**src/rtl/axis_noc_packetizer.sv**
```systemverilog
// AXI-stream to NoC packetizer: buffers multi-beat packets and serialises them
// into a head flit plus 32-bit body flits under credit-based flow control.
module axis_noc_packetizer #(
    parameter int DEST_WIDTH = 4,
    parameter int AXIW       = 64,
    parameter int DEPTH      = 8,
    parameter int CREDITS    = 4,
    parameter int MAX_BODY   = 16,
    parameter int FLIT_W     = 36
) (
    input  logic                           clk,
    input  logic                           rst_n,
    input  logic                           s_axis_tvalid,
    output logic                           s_axis_tready,
    input  logic [AXIW-1:0]                s_axis_tdata,
    input  logic [DEST_WIDTH-1:0]          s_axis_tdest,
    input  logic                           s_axis_tlast,
    output logic [FLIT_W-1:0]              flit_out,
    input  logic                           credit_in,
    output logic [$clog2(CREDITS+1)-1:0]   credit_cnt,
    output logic                           err_credit_ovf,
    output logic                           busy
);

    localparam int NPB  = AXIW / 32;
    localparam int SW   = (NPB > 1) ? $clog2(NPB) : 1;
    localparam int PW   = (DEPTH > 1) ? $clog2(DEPTH) : 1;
    localparam int CNTW = $clog2(DEPTH + 1);
    localparam int CW   = $clog2(CREDITS + 1);
    localparam int BW   = (MAX_BODY > 1) ? $clog2(MAX_BODY) : 1;
    localparam int FW   = AXIW + DEST_WIDTH + 1;

    localparam logic [SW-1:0] LAST_SLICE = SW'(NPB - 1);
    localparam logic [BW-1:0] LAST_BODY  = BW'(MAX_BODY - 1);

    typedef enum logic [1:0] {
        S_IDLE = 2'd0,
        S_HEAD = 2'd1,
        S_BODY = 2'd2
    } state_t;

    logic [FW-1:0]          r_mem [DEPTH];
    logic [PW-1:0]          r_wr_ptr;
    logic [PW-1:0]          r_rd_ptr;
    logic [CNTW-1:0]        r_count;
    logic [CNTW-1:0]        w_count_next;
    logic                   r_tready;
    logic                   w_push;
    logic                   w_pop;
    logic                   w_empty;

    logic [FW-1:0]          w_head_entry;
    logic [AXIW-1:0]        w_head_data;
    logic [DEST_WIDTH-1:0]  w_head_dest;
    logic                   w_head_last;
    logic [NPB-1:0][31:0]   w_slices;

    state_t                 r_state;
    state_t                 w_state_next;
    logic [DEST_WIDTH-1:0]  r_dest;
    logic [DEST_WIDTH-1:0]  w_dest_next;
    logic [BW-1:0]          r_body_cnt;
    logic [BW-1:0]          w_body_next;
    logic [SW-1:0]          r_slice_idx;
    logic [SW-1:0]          w_slice_next;
    logic [FLIT_W-1:0]      r_flit;
    logic [FLIT_W-1:0]      w_flit_next;
    logic                   w_issue;
    logic                   w_has_credit;
    logic                   w_last_slice;
    logic                   w_pkt_end;
    logic                   w_tail;
    logic [31:0]            w_dest_ext;

    logic [CW-1:0]          r_credit_cnt;
    logic                   r_err;
    logic                   r_busy;

    assign w_push       = s_axis_tvalid & r_tready;
    assign w_empty      = (r_count == {CNTW{1'b0}});
    assign w_head_entry = r_mem[r_rd_ptr];
    assign w_head_last  = w_head_entry[0];
    assign w_head_dest  = w_head_entry[DEST_WIDTH:1];
    assign w_head_data  = w_head_entry[FW-1 -: AXIW];
    assign w_slices     = w_head_data;
    assign w_dest_ext   = {{(32-DEST_WIDTH){1'b0}}, r_dest};

    assign w_has_credit = (r_credit_cnt != {CW{1'b0}});
    assign w_last_slice = (r_slice_idx == LAST_SLICE);
    assign w_pkt_end    = w_last_slice & w_head_last;
    assign w_tail       = w_pkt_end | (r_body_cnt == LAST_BODY);

    // FIFO occupancy after this cycle's push/pop
    always_comb begin
        case ({w_push, w_pop})
            2'b10:   w_count_next = r_count + CNTW'(1);
            2'b01:   w_count_next = r_count - CNTW'(1);
            default: w_count_next = r_count;
        endcase
    end

    // Beat storage; no reset needed since occupancy is tracked by r_count
    always_ff @(posedge clk) begin
        if (w_push) begin
            r_mem[r_wr_ptr] <= {s_axis_tdata, s_axis_tdest, s_axis_tlast};
        end
    end

    // FIFO pointers, count and registered ready
    always_ff @(posedge clk or negedge rst_n) begin
        if (!rst_n) begin
            r_wr_ptr <= {PW{1'b0}};
            r_rd_ptr <= {PW{1'b0}};
            r_count  <= {CNTW{1'b0}};
            r_tready <= 1'b0;
        end else begin
            if (w_push) begin
                r_wr_ptr <= r_wr_ptr + PW'(1);
            end
            if (w_pop) begin
                r_rd_ptr <= r_rd_ptr + PW'(1);
            end
            r_count  <= w_count_next;
            r_tready <= (w_count_next != CNTW'(DEPTH));
        end
    end

    // Packetizer next-state, flit assembly and FIFO pop
    always_comb begin
        w_state_next = r_state;
        w_dest_next  = r_dest;
        w_body_next  = r_body_cnt;
        w_slice_next = r_slice_idx;
        w_flit_next  = {FLIT_W{1'b0}};
        w_issue      = 1'b0;
        w_pop        = 1'b0;
        case (r_state)
            S_IDLE: begin
                if (!w_empty) begin
                    w_state_next = S_HEAD;
                    w_dest_next  = w_head_dest;
                    w_slice_next = {SW{1'b0}};
                end else begin
                    w_state_next = S_IDLE;
                end
            end
            S_HEAD: begin
                // slice_idx is kept so a forced split resumes mid-beat
                if (w_has_credit) begin
                    w_issue      = 1'b1;
                    w_flit_next  = {1'b1, 1'b1, 1'b0, 1'b0, w_dest_ext};
                    w_body_next  = {BW{1'b0}};
                    w_state_next = S_BODY;
                end else begin
                    w_state_next = S_HEAD;
                end
            end
            S_BODY: begin
                if (w_has_credit && !w_empty) begin
                    w_issue     = 1'b1;
                    w_flit_next = {1'b1, 1'b0, w_tail, 1'b0, w_slices[r_slice_idx]};
                    w_body_next = r_body_cnt + BW'(1);
                    if (w_last_slice) begin
                        w_pop        = 1'b1;
                        w_slice_next = {SW{1'b0}};
                    end else begin
                        w_slice_next = r_slice_idx + SW'(1);
                    end
                    if (w_pkt_end) begin
                        w_state_next = S_IDLE;
                    end else if (w_tail) begin
                        w_state_next = S_HEAD;
                    end else begin
                        w_state_next = S_BODY;
                    end
                end else begin
                    w_state_next = S_BODY;
                end
            end
            default: begin
                w_state_next = S_IDLE;
            end
        endcase
    end

    // Packetizer state and registered flit output
    always_ff @(posedge clk or negedge rst_n) begin
        if (!rst_n) begin
            r_state     <= S_IDLE;
            r_dest      <= {DEST_WIDTH{1'b0}};
            r_body_cnt  <= {BW{1'b0}};
            r_slice_idx <= {SW{1'b0}};
            r_flit      <= {FLIT_W{1'b0}};
            r_busy      <= 1'b0;
        end else begin
            r_state     <= w_state_next;
            r_dest      <= w_dest_next;
            r_body_cnt  <= w_body_next;
            r_slice_idx <= w_slice_next;
            r_flit      <= w_flit_next;
            r_busy      <= (w_state_next != S_IDLE) || (w_count_next != {CNTW{1'b0}});
        end
    end

    // Credit counter with saturation and sticky overflow flag
    always_ff @(posedge clk or negedge rst_n) begin
        if (!rst_n) begin
            r_credit_cnt <= CW'(CREDITS);
            r_err        <= 1'b0;
        end else begin
            case ({w_issue, credit_in})
                2'b10: r_credit_cnt <= r_credit_cnt - CW'(1);
                2'b01: begin
                    if (r_credit_cnt == CW'(CREDITS)) begin
                        r_err <= 1'b1;
                    end else begin
                        r_credit_cnt <= r_credit_cnt + CW'(1);
                    end
                end
                default: r_credit_cnt <= r_credit_cnt;
            endcase
        end
    end

    assign s_axis_tready  = r_tready;
    assign flit_out       = r_flit;
    assign credit_cnt     = r_credit_cnt;
    assign err_credit_ovf = r_err;
    assign busy           = r_busy;

endmodule
```
**config.mk**
```make
export PLATFORM = sky130hd
export DESIGN_NAME = axis_noc_packetizer
export DESIGN_NICKNAME = d
export VERILOG_FILES = /design/src/rtl/axis_noc_packetizer.sv
export SDC_FILE = /design/constraint.sdc
export NUM_CORES = 1
export LEC_CHECK = 0
export ABC_AREA = 1
export CORE_AREA = 2 2 265 267
export CTS_BUF_LIST = sky130_fd_sc_hd__clkbuf_4
export DETAILED_ROUTE_END_ITERATION = 6
export DIE_AREA = 0 0 267 269
export GPL_TIMING_DRIVEN = 0
export SETUP_SLACK_MARGIN = 0.05
export SYNTH_ARGS = -nofsm -noshare
export SYNTH_HDL_FRONTEND = slang
export SYNTH_SLANG_ARGS = --single-unit
```
**constraint.sdc**
```tcl
create_clock -name clk -period 6 [get_ports clk]
set_clock_uncertainty 0.15 [all_clocks]
set_input_delay 0.6 -clock clk [delete_from_list [all_inputs] [get_ports clk]]
set_output_delay 0.6 -clock clk [all_outputs]
set_load 0.02 [all_outputs]
```
; Word level (Yosys, flattened, before mapping)
; Memories as Yosys holds them, arrays and structs flattened.
; Index checks and enable logic that the tools add are counted.
[totals]
register_bits = 63
mem_bits_rw = 552
in_bits = 73
output_inout_bits = 42
elab_cells = 84
memories = 1
[memory_table]
columns = memory, depth, word_bits, rd, rd_clocked_by_memory_dff, write_ports, line
row1 = r_mem, 8, 69, 1, 0, 1, 42  ; logic [FW-1:0] r_mem [DEPTH];
[classes]
add_sub_neg = 8
order_cmp = 1
eq_ne = 13
n_mux = 29
bitwise_logic = 4
reduce_logical = 16
[op_table]
columns = operator, n
row1 = $mux W36, 2
row2 = $pmux W36 S2, 1
row3 = $mux W32, 2
row4 = $pmux W4 S2, 2
row5 = $mux W1, 11
row6 = $add A3 B1 Y3 const B, 3
row7 = $add A4 B1 Y4 const B, 2
row8 = $mux W2, 4
row9 = $mux W4, 2
row10 = $ne A2 B2 Y1 const B, 4
row11 = $reduce_bool A2 Y1, 4
row12 = $eq A2 B1 Y1 const B, 3
row13 = $eq A2 B2 Y1 const B, 3
row14 = $pmux W2 S3, 1
row15 = $pmux W3 S2, 1
row16 = $reduce_and A2 Y1, 3
row17 = $reduce_and A3 Y1, 2
row18 = $eq A4 B4 Y1 const B, 1
row19 = $logic_not A4 Y1, 1
row20 = $ne A4 B4 Y1 const B, 1
row21 = $pmux W1 S2, 2
row22 = $reduce_bool A4 Y1, 1
row23 = $sub A4 B1 Y4 const B, 1
row24 = $eq A3 B3 Y1 const B, 1
row25 = other kinds (12), 13

; Logic depth before layout (Yosys ltp)
; Gate-level depths: netlist of run 1.
[depth]
depth_word = 9
ltp_mapped = 16
mapped_depth_nobuf = 16

; Least setup slack after synthesis of run 1
; Ideal clock, no wire load.
[synth_timing]
path_kind = in2reg
start = input port s_axis_tvalid
end = memory r_mem[0][0] in the netlist's numbering (enable)
setup_ns = 0.496
arrival_time_ns = 3.981
required_ns = 5.354
setup_slack_ns = 1.372
path_stages = 3
n_path_buf = 0
path_cell_list = nand2_1 -> or2_2 -> nor2_1
[synth_via]
elab_chain_len = 3
[synth_lines]
columns = element, line
row1 = from (decl), 13  ; input logic s_axis_tvalid,
row2 = $and A1 B1 Y1, 79  ; assign w_push = s_axis_tvalid & r_tready;
row3 = $mux W1, 104  ; if (w_push) begin
row4 = $mux W1 (not written as such), 105  ; r_mem[r_wr_ptr] <= {s_axis_tdata, s_axis_tdest, s_axis_tlast};
row5 = to (decl), 42
; No other way between the ends.

; Worst setup path after layout of run 1
[layout_timing]
start = register r_slice_idx
end = register r_busy, in the netlist busy
[layout_via]
elab_cells_between_ends = 15
classes_between = eq/ne (2) / mux (8) / bitwise (2) / reduce/logical (3)
[layout_rtl]
columns = element, line
row1 = from (decl), 64  ; logic [SW-1:0] r_slice_idx;
row2 = from (signal assigned), 192  ; r_slice_idx <= {SW{1'b0}};
row3 = from (signal assigned), 199  ; r_slice_idx <= w_slice_next;
row4 = $mux W1 *, 163  ; if (w_last_slice) begin
row5 = $mux W1 *, 159  ; if (w_has_credit && !w_empty) begin
row6 = $mux W1 *, 137  ; case (r_state)
row7 = $eq A2 B1 Y1 / $eq A2 B2 Y1 (equally long branches), 95  ; case ({w_push, w_pop})
row8 = $pmux W4 S2 *, 95
row9 = via w_count_next[1], 46  ; logic [CNTW-1:0] w_count_next;
row10 = $reduce_bool A4 Y1 *, 201  ; r_busy <= (w_state_next != S_IDLE) || (w_count_next != {CNTW{1'b0}});
row11 = $logic_or A1 B1 Y1 *, 201
row12 = to (signal assigned), 201
row13 = to (decl), 77  ; logic r_busy;
; The timed path passes the listed nets; every way through them passes the cells marked *.
; A chain may end at the register's enable or synchronous reset.

==> impl_metrics.toml, run 1 <==
[yosys]
fraction_of_registers_with_async_set_reset_pct = 10.1
ys.flop_type = "sky130_fd_sc_hd__edfxtp_1"
seq_area_frac_synth_pct = 75.7
mappedNetlistArea_um2 = 23900
syn_inst = 1778
ys_ff_latch = 614
synth_top_cell_area_share_pct = 69.2
number_of_enable_flip_flop_cells_after_synthesis = 552
netlist_top_cells_area = "sky130_fd_sc_hd__edfxtp_1 (69%), sky130_fd_sc_hd__dfrtp_1 (6.4%), sky130_fd_sc_hd__o21ai_0 (5.9%)"
ys_types = 44
synth.avg_cell_area_um2 = 13.5
synth_warnings = 0
synth.largest_area_cell = "sky130_fd_sc_hd__edfxtp_1"
synth_fp_nets = 1861

[setup_path]
crit_path_start_kind = "flip-flop"
end_kind = "flip-flop"
worstPathCellList = "clkbuf_1 > inv_1 > nor2_2 > ha_1 > inv_1 > o21ai_0 > nor2_1 > nand3_1 > nor2_1 > nand3_1"
crit_path_max_incr_delay_ns = 0.50
timing_worst_setup_path_type = "flip-flop to flip-flop"
slowest_stage = "sky130_fd_sc_hd__clkbuf_1"
worst_r2r_endpoint = "busy$_DFF_PN0_"
worst-endpoint-required_ns = 6.75
worst-r2r-setup-slack_ns = 3.01
worst-path-max-fanout = 10
worstRegToRegCells = 10
worst_reg2reg_path_startpoint = "r_slice_idx$_DFFE_PN0P_"
worstPathArrival_ns = 3.74

[drt]
routed_wl_um = 69900
detail_route.iter0.violations = 2137
route.vias.total = 16420
drt_pass1_iterations = 6
detail_route.drc_violations = 0
routedWlPerCell_um = 22.4
route.antenna.remaining_nets = 0
route.detailed.vias_per_inst = 5.25

[floorplanning]
initial_utilization_pct = 34.5
area_of_the_core_region_um2 = 69300
die-height_um = 269
ios = 115
die_w_um = 267
num_rows = 97
fp.dieArea_um2 = 71800

[sta]
grt_setup_unrepaired = "no"
slew_violations = 0
tightest_slew_ns = 0.946
worst_slack_ns = 3.01
min_period_ns = 2.99
setup-tns-final_ns = 0
final_hold_viol_count = 0
finalSetupViolations = 0
max_freq_mhz = 334
post-route-period-util_pct = 49.9
final.hold.worst_slack_ns = 0.0765
slew_headroom_pct = 36.9

[power_and_ir_drop]
power-per-cell-area_nw_per_um2 = 484
total_power_mw = 13.9
vdd.ir_drop.worst_mv = 0.246
cellLeakagePower_nw = 9.70

[clock_network]
cts.path.max_buffers = 3
cts.reportedPaths.clkPinSlew_ns = 0.06
cts_htree_levels = 4
cts_num_sinks = 614
worstSkewPairLatency_ns = 1.02
cts_root_buf = "sky130_fd_sc_hd__clkbuf_4"
cts_buffers = 154
cts_tree = "done"
cts_repair_resizes = 0

[cells_and_area]
post_layout_nonfiller_instances = 3125
layout.cells.most_common = "sky130_fd_sc_hd__edfxtp_1"
multi_input_comb_area_um2 = 5100
most-common-layout-cells = "sky130_fd_sc_hd__edfxtp_1 (552), sky130_fd_sc_hd__nor2_1 (297), sky130_fd_sc_hd__o21ai_0 (281)"
num-nets-final = 2154
finalCoreUtilization_pct = 41.4
fillerInstances = 6376
seq_area_um2 = 18100
drive_gt1_share_pct = 14.8
final_area_um2 = 28700
synthToLayoutAreaGrowth_pct = 19.9

[place]
cell_area_reported_after_detailed_placement_um2 = 26800
place_inst = 2854
port-buffer-count = 113
finalWeightedCongestion = 0.826
post_placement_setup_slack_ns = 2.49
place.detailed.hpwl_um = 44500

[hold_path]
hp-class = "primary input to asynchronous set/reset pin"

[grt]
grt_pass1_wl_um = 102000
grt_antenna_before_repair = 8
maximum_number_of_pins_on_one_net_before_global_route_repair = 63
grt_resource_usage_total_pct = 19.7
number_of_global_route_vias_before_repair = 16460
global_route.overflow_total = 0

[run_status]
outcome = "finished clean"

[job]
max-cap-violations = 0
-- synth_stat cells, drive strengths merged (4+ instances only) --
cell type and n:
a21oi 27, a31oi 7, buf 55, clkbuf 61
dfrtp 61, edfxtp 552, ha 9, inv 37
nand2 128, nand3 21, nor2 307, nor3 5
o211ai 4, o21ai 345, o221ai 57, o22ai 78
xor2 5
-- kinds of logic (layout without fill, tap and decap cells) --
group           count (synthesis)  in the layout  share of synthesized area (%)
fa+ha+maj                      10             10                          0.554
buf+inv                       154            558                           3.23
compound gates                523            523                           12.4
xor+xnor                        8              8                          0.293
other cells                     1              4                         0.0157
flops                         614            614                           75.7
simple gates                  466            466                           7.68
mux                             2              2                         0.0889
-- where the power goes --
| group | internal (mW) | switching (mW) | total [mW] |
|---|---|---|---|
| Clock | 1.72 | 1.68 | 3.40 |
| Combinational | 1.44 | 3.45 | 4.89 |
| Sequential | 5.41 | 0.205 | 5.61 |
-- worst max-delay path, delay by kind of cell, from the launching register on --
kind                     cells  cell delay (ns)
AO/OA/AOI/OAI                1             0.12
adder cells (fa/ha/maj)      1             0.38
buffers and inverters        3             1.02
flip-flops                   1             0.36
AND/OR/NAND/NOR              5             0.84
-- area by class of cell --
| cell class | count | area share (%) |
|---|---|---|
| clock buffers | 204 | 5.34 |
| well taps | 940 | 4.10 |
| flip-flops and latches | 614 | 63.2 |
| inverters | 38 | 0.510 |
| plain buffers | 116 | 2.18 |
| clock inverters | 63 | 1.19 |
| multi-input cells | 1010 | 17.8 |
| diodes | 3 | 0.0262 |
| repair buffers | 137 | 5.70 |
-- how the worst max path moves through the flow --
| stage | cells past startpoint | from | endpoint | slack [ns] |
|---|---|---|---|---|
| CTS | 1 | credit_cnt[2]$_DFFE_PN1P_ | credit_cnt[2] | 2.96 |
| global placement | 4 | s_axis_tvalid | r_mem[0][28]$_DFFE_PP_ | -2.46 |
| floorplan | 3 | s_axis_tvalid | r_mem[0][0]$_DFFE_PP_ | 1.37 |
| detailed placement | 6 | s_axis_tvalid | r_mem[6][60]$_DFFE_PP_ | 2.49 |
| global route | 10 | r_slice_idx$_DFFE_PN0P_ | busy$_DFF_PN0_ | 2.84 |
| finish | 10 | r_slice_idx$_DFFE_PN0P_ | busy$_DFF_PN0_ | 3.01 |
-- state kept, by name, indices dropped and copies added, names as in the netlist --
name / count
flit_out: 35
r_body_cnt: 4
r_rd_ptr: 3
credit_cnt: 3
r_count: 4
err_credit_ovf: 1
r_mem: 552
r_wr_ptr: 3
r_slice_idx: 1
r_state: 2
busy: 1
s_axis_tready: 1
r_dest: 4
-- metal layers --
layer  track usage, %  up-vias  share of wire (%)
met5                0        -              0.082
met1             25.8     8082                 41
met3             5.14      150                9.6
met2             30.9      888                 47
li1                 -     7290                  -
met4             8.84       10                2.7
-- what timing repair did --
item                      CTS  global route
hold endpoints to repair   62             0
hold buffers                1             0
buffers inserted            0             0
Note: power is estimated with default switching activity, not from simulation.
==> run 2: changes to the inputs <==
==> constraint.sdc (replaced) <==
create_clock -name clk -period 2.56 [get_ports clk]
set_clock_uncertainty 0.15 [all_clocks]
set_input_delay 0.256 -clock clk [delete_from_list [all_inputs] [get_ports clk]]
set_output_delay 0.256 -clock clk [all_outputs]
set_load 0.02 [all_outputs]
==> run 2 against run 1 <==
Net effect: global-route usage fell by 0.087 points; fmax up 22%; worst hold slack better by 0.20 ns; critical path depth fell by 3; die area unchanged; design area rose by 3.7%; count of clock-buffer cells in the layout up 15; non-clock buffer count rose by 92; sequential power up 130%.
==> impl_metrics.toml, run 2 (synthesized netlist as in run 1, its figures left out) <==
[clock_network]
cts.path.max_buffers = 3
cts.reportedPaths.clkPinSlew_ns = 0.08
cts_htree_levels = 4
cts_buffers = 150
cts_tree = "done"
cts_root_buf = "sky130_fd_sc_hd__clkbuf_4"
cts_num_sinks = 614
worstSkewPairLatency_ns = 1.05

[power_and_ir_drop]
p_seq_share_pct = 39.6
power-per-cell-area_nw_per_um2 = 1110
total_switching_power_mw = 12.6
comb_power_share_pct = 36.0
cellLeakagePower_nw = 10.2
switching_share_pct = 38.2
vdd.ir_drop.worst_mv = 0.507
intPower_mw = 20.5
total_power_mw = 33.1
p_clk_share_pct = 24.3

[drt]
detail_route.iter0.violations = 1687
drt_pass1_iterations = 5
routed_wl_um = 71100
route.vias.total = 16825
route.antenna.remaining_nets = 0
route.detailed.vias_per_inst = 5.23
routedWlPerCell_um = 22.1
detail_route.drc_violations = 0

[floorplanning]
die-height_um = 269
fp.dieArea_um2 = 71800
die_w_um = 267
ios = 115
initial_utilization_pct = 34.5
num_rows = 97
area_of_the_core_region_um2 = 69300

[cells_and_area]
largest-register = "r_mem"
drive_gt1_share_pct = 17.4
largest_reg_flops = 552
seq_area_um2 = 18100
num-nets-final = 2243
fillerInstances = 6369
layout.cells.most_common = "sky130_fd_sc_hd__edfxtp_1"
most-common-layout-cells = "sky130_fd_sc_hd__edfxtp_1 (552), sky130_fd_sc_hd__nor2_1 (295), sky130_fd_sc_hd__o21ai_0 (280)"
synthToLayoutAreaGrowth_pct = 24.3
multi_input_comb_area_um2 = 5150

[setup_path]
timing_worst_setup_path_type = "flip-flop to flip-flop"
critical-path-top-cell-by-count = "sky130_fd_sc_hd__o21ai_0"
setup.worst_path.start = "r_rd_ptr[1]$_DFFE_PN0P_"
slowest_stage = "sky130_fd_sc_hd__clkbuf_1"
worst-r2r-setup-slack_ns = 0.11
worstPathArrival_ns = 3.18
end_kind = "flip-flop"
worst-endpoint-required_ns = 3.29
worst-path-max-fanout = 10
crit_path_start_kind = "flip-flop"
critPathTopFamily = "compound AO/OA/AOI/OAI gates"
worst-path-buf-inv = 3
worstPathCellList = "buf_6 > buf_4 > clkbuf_1 > o21ai_0 > o21ai_0 > o22ai_1 > a21oi_1"
crit_path_max_incr_delay_ns = 0.48
worst_reg2reg_path_startpoint = "r_rd_ptr[1]$_DFFE_PN0P_"

[grt]
globalRouteMet1Util_pct = 25.9
grt_resource_usage_total_pct = 19.6
global_route.overflow_total = 0
grt_antenna_before_repair = 7
number_of_global_route_vias_before_repair = 16485
grt_pass1_wl_um = 103000
maximum_number_of_pins_on_one_net_before_global_route_repair = 63
gr-usage-met3_pct = 4.66
grt-busiest-layer = "met2"
met2_usage_pct = 31.9

[place]
port-buffer-count = 113
finalWeightedCongestion = 0.806
place.detailed.hpwl_um = 44500

[sta]
min_period_ns = 2.45
setup-tns-final_ns = 0
slew_violations = 0
final.hold.worst_slack_ns = 0.279
tightest_slew_ns = 0.974
final_hold_viol_count = 0
grt_setup_unrepaired = "yes"
finalSetupViolations = 0
post-route-period-util_pct = 95.7
slew_headroom_pct = 35.0
max_freq_mhz = 408

[run_status]
outcome = "finished clean"

[job]
max-cap-violations = 0

[hold_path]
hp-class = "primary input to asynchronous set/reset pin"
==> run 2: path summary, 6_finish.rpt <==
check                                              to  cells past startpoint
max in group asynchronous   credit_cnt[1]$_DFFE_PN0P_                      3
min in group clk           err_credit_ovf$_DFFE_PN0P_                      1
hold / removal                r_wr_ptr[1]$_DFFE_PN0P_                      3
setup / recovery               flit_out[21]$_DFF_PN0_                      7
hold reg to reg            err_credit_ovf$_DFFE_PN0P_                      1
setup reg to reg               flit_out[21]$_DFF_PN0_                      7
==> run 2: worst min-delay path: stages <==
cell	delay, ns
sky130_fd_sc_hd__dlygate4sd3_1	0.52
sky130_fd_sc_hd__dlygate4sd3_1	0.54
sky130_fd_sc_hd__buf_4	0.70
==> run 2: metal layers <==
metal | routed length [um] | part of all wire (%) | vias to the layer above
li1 | - | - | 7479
met5 | 49 | 0.069 | -
met2 | 33700 | 47 | 871
met4 | 1350 | 1.9 | 8
met1 | 29500 | 41 | 8351
met3 | 6450 | 9.1 | 116
==> run 2: stage by stage <==
stage                     instances  instance area, um2  utilization (%)  setup WS (ns)
after floorplan                1778               24000                -         0.0547
after global placement         2831               26300             38.0          -1.41
after detailed placement       2855               26900             38.7         -0.487
after CTS                      3196               29500             42.6         0.0186
after global routing           3218               29800             42.9        0.00189
final                          3220               29800             42.9          0.110
==> run 2: final cells by class <==
class | instances | area share (%)
plain buffers | 116 | 2.24
flip-flops and latches | 614 | 60.9
clock buffers | 219 | 5.53
multi-input cells | 1011 | 17.3
well taps | 940 | 3.95
clock inverters | 44 | 0.845
diodes | 9 | 0.0757
inverters | 38 | 0.505
repair buffers | 229 | 8.61
==> run 2: power groups by stage <==
| stage | registers, mW | clock network (mW) | logic, mW |
|---|---|---|---|
| after floorplan | 13.5 | 0 | 6.19 |
| after global placement | 13.4 | 0 | 10.9 |
| after detailed placement | 13.3 | 0 | 11.4 |
| after CTS | 13.1 | 8.22 | 11.6 |
| after global routing | 13.2 | 8.71 | 12.8 |
| final | 13.1 | 8.06 | 11.9 |
==> run 2: what timing repair did <==
action / 4_1_cts / 5_1_grt
hold buffers: 73 / 0
cloned: 0 / 1
endpoints found under the hold margin: 621 / 0
setup endpoints to repair: 56 / 90
resized for setup: 14 / 48
setup buffers: 5 / 14
pin swaps: 4 / 6
==> run 3: changes to the inputs <==
--- a/config.mk
+++ b/config.mk
@@ -6,12 +6,12 @@
 export NUM_CORES = 1
 export LEC_CHECK = 0
 export ABC_AREA = 1
-export CORE_AREA = 2 2 265 267
+export CORE_AREA = 8 8 271 273
 export CTS_BUF_LIST = sky130_fd_sc_hd__clkbuf_4
 export DETAILED_ROUTE_END_ITERATION = 6
-export DIE_AREA = 0 0 267 269
+export DIE_AREA = 0 0 279 281
 export GPL_TIMING_DRIVEN = 0
-export SETUP_SLACK_MARGIN = 0.05
+export SETUP_SLACK_MARGIN = 0.3
 export SYNTH_ARGS = -nofsm -noshare
 export SYNTH_HDL_FRONTEND = slang
 export SYNTH_SLANG_ARGS = --single-unit
==> run 3 against run 2 <==
Net effect: global-route usage down 1.5 points; combinational power up 6%; first-iteration DRC count down 2.3%; count of clock-buffer cells in the layout up 6; non-clock buffer count up 18; sequential power about the same.
==> impl_metrics.toml, run 3 (synthesized netlist as in run 1, its figures left out) <==
[power_and_ir_drop]
intPower_mw = 21.2
cellLeakagePower_nw = 10.6
p_seq_share_pct = 38.5
p_clk_share_pct = 24.7
total_switching_power_mw = 12.9
switching_share_pct = 37.9
comb_power_share_pct = 36.8
power-per-cell-area_nw_per_um2 = 1120
vdd.ir_drop.worst_mv = 0.499

[setup_path]
worst-path-max-fanout = 6
worst-r2r-setup-slack_ns = 0.23
worst-endpoint-required_ns = 3.27
timing_worst_setup_path_type = "flip-flop to flip-flop"
crit_path_start_kind = "flip-flop"
worstRegToRegCells = 15
end_kind = "flip-flop"
worstPathArrival_ns = 3.04
worst_reg2reg_path_startpoint = "credit_cnt[2]$_DFFE_PN1P_"
worst_r2r_endpoint = "busy$_DFF_PN0_"

[drt]
detail_route.iter0.violations = 1649
route.vias.total = 17062
drt_pass1_iterations = 5
routedWlPerCell_um = 22.3
detail_route.drc_violations = 0
route.antenna.remaining_nets = 0
routed_wl_um = 72400
route.detailed.vias_per_inst = 5.27

[sta]
slew_headroom_pct = 39.8
final_hold_viol_count = 0
tightest_slew_ns = 0.904
post-route-period-util_pct = 90.9
max_freq_mhz = 430
grt_setup_unrepaired = "yes"
min_period_ns = 2.33
finalSetupViolations = 0
worst_slack_ns = 0.233
slew_violations = 0

[clock_network]
cts_buffers = 152
cts_root_buf = "sky130_fd_sc_hd__clkbuf_4"
worstSkewPairLatency_ns = 1.00
cts_htree_levels = 4
cts_num_sinks = 614
cts.reportedPaths.clkPinSlew_ns = 0.07
cts.path.max_buffers = 3
cts_tree = "done"

[cells_and_area]
most-common-layout-cells = "sky130_fd_sc_hd__edfxtp_1 (552), sky130_fd_sc_hd__nor2_1 (294), sky130_fd_sc_hd__o21ai_0 (278)"
num-nets-final = 2262
layout.cells.most_common = "sky130_fd_sc_hd__edfxtp_1"
synthToLayoutAreaGrowth_pct = 26.8
drive_gt1_share_pct = 21.1
final_area_um2 = 30300
largest_reg_flops = 552
fillerInstances = 6323
largest-register = "r_mem"

[place]
finalWeightedCongestion = 0.813
post_placement_setup_slack_ns = -0.449
cell_area_reported_after_detailed_placement_um2 = 26900
port-buffer-count = 113
place.detailed.hpwl_um = 46300

[floorplanning]
num_rows = 97
die_w_um = 279
fp.dieArea_um2 = 78400
die-height_um = 281
ios = 115
area_of_the_core_region_um2 = 69300
initial_utilization_pct = 34.5

[run_status]
outcome = "finished clean"

[hold_path]
hp-class = "primary input to asynchronous set/reset pin"

[grt]
grt_antenna_before_repair = 7
number_of_global_route_vias_before_repair = 17137
grt_pass1_wl_um = 106000
maximum_number_of_pins_on_one_net_before_global_route_repair = 63
global_route.overflow_total = 0
grt_resource_usage_total_pct = 18.1

[job]
max-cap-violations = 0
run 3: cell types whose count changed in the layout (fill, tap and decap cells not counted), sizes merged, moves of 2 or more:
cell           before  now
buf                97  111
diode               9   11
clkinvlp            7    3
clkinv             34   31
bufinv              2    5
clkbuf            281  293
clkdlybuf4s50     108   71
inv                39   37
dlygate4sd2         4   38
run 3: layout make-up:
type	instances	area (um2)	share of cell area, %
Antenna cell	11	27.5	0.0907
Buffer	116	783	2.58
Clock buffer	225	1690	5.57
Clock inverter	38	313	1.03
Inverter	38	154	0.507
Multi-Input combinational cell	1010	5360	17.7
Sequential cell	614	18100	59.8
Tap cell	940	1180	3.88
Timing Repair Buffer	247	2710	8.94
run 3: power groups by stage:
| stage | sequential, mW | clock [mW] | combinational, mW |
|---|---|---|---|
| after floorplan | 13.5 | 0 | 6.19 |
| after global placement | 13.4 | 0 | 10.9 |
| after detailed placement | 13.3 | 0 | 11.5 |
| after CTS | 13.1 | 8.61 | 12.0 |
| after global routing | 13.3 | 9.17 | 13.4 |
| final | 13.1 | 8.42 | 12.6 |
run 3: worst max-delay path by stage:
stage | slack [ns] | cells after the start | end | startpoint
2_1_floorplan | 0.12 | 3 | r_mem[0][0]$_DFFE_PP_ | s_axis_tready$_DFF_PN0_
4_1_cts | 0.24 | 14 | busy$_DFF_PN0_ | credit_cnt[2]$_DFFE_PN1P_
3_5_place_dp | -0.45 | 8 | r_mem[7][28]$_DFFE_PP_ | s_axis_tvalid
5_1_grt | 0.11 | 15 | busy$_DFF_PN0_ | credit_cnt[2]$_DFFE_PN1P_
6_report | 0.23 | 15 | busy$_DFF_PN0_ | credit_cnt[2]$_DFFE_PN1P_
3_3_place_gp | -1.39 | 1 | s_axis_tready$_DFF_PN0_ | rst_n
run 3: what timing repair did:
action / in CTS / in global routing
hold buffers: 73 / 0
pin swaps: 11 / 12
gates resized for setup: 126 / 92
endpoints found under the setup margin: 235 / 45
endpoints found under the hold margin: 625 / 0
setup buffers: 26 / 9
gates cloned: 0 / 1
run 3: through the flow:
step	util, %	total power, mW	hold WS (ns)	setup TNS, ns	cells
2_1_floorplan	-	19.7	-0.190	0	1778
3_3_place_gp	38.0	24.2	0.306	-801.07	2831
3_5_place_dp	38.8	24.9	0.278	-54.85	2856
4_1_cts	43.2	33.7	0.236	0	3218
5_1_grt	43.8	35.9	0.281	0	3237
6_report	43.8	34.1	0.295	0	3239
run 3: critical path, cell delays in order (launching register included):
cell	delay, ns
sky130_fd_sc_hd__dfstp_2	0.55
sky130_fd_sc_hd__inv_2	0.06
sky130_fd_sc_hd__nand2_4	0.07
sky130_fd_sc_hd__nand2_4	0.06
sky130_fd_sc_hd__nor2_8	0.13
sky130_fd_sc_hd__nand3_4	0.09
sky130_fd_sc_hd__nand2_2	0.08
sky130_fd_sc_hd__nand2_1	0.08
sky130_fd_sc_hd__inv_1	0.06
sky130_fd_sc_hd__ha_2	0.26
sky130_fd_sc_hd__nand2_1	0.07
sky130_fd_sc_hd__o21ai_1	0.09
sky130_fd_sc_hd__nor2_1	0.14
sky130_fd_sc_hd__nand3_2	0.10
sky130_fd_sc_hd__nor2_1	0.12
sky130_fd_sc_hd__nand3_1	0.08
run 3: routing by layer:
metal	part of all wire, %	vias to the layer above	GRT usage (%)	wire, um
li1	-	7539	-	-
met1	42	8486	24.2	30300
met2	46	884	28.1	33500
met3	9.1	149	4.72	6590
met4	2.7	4	7.18	1980
met5	0.036	-	0	26
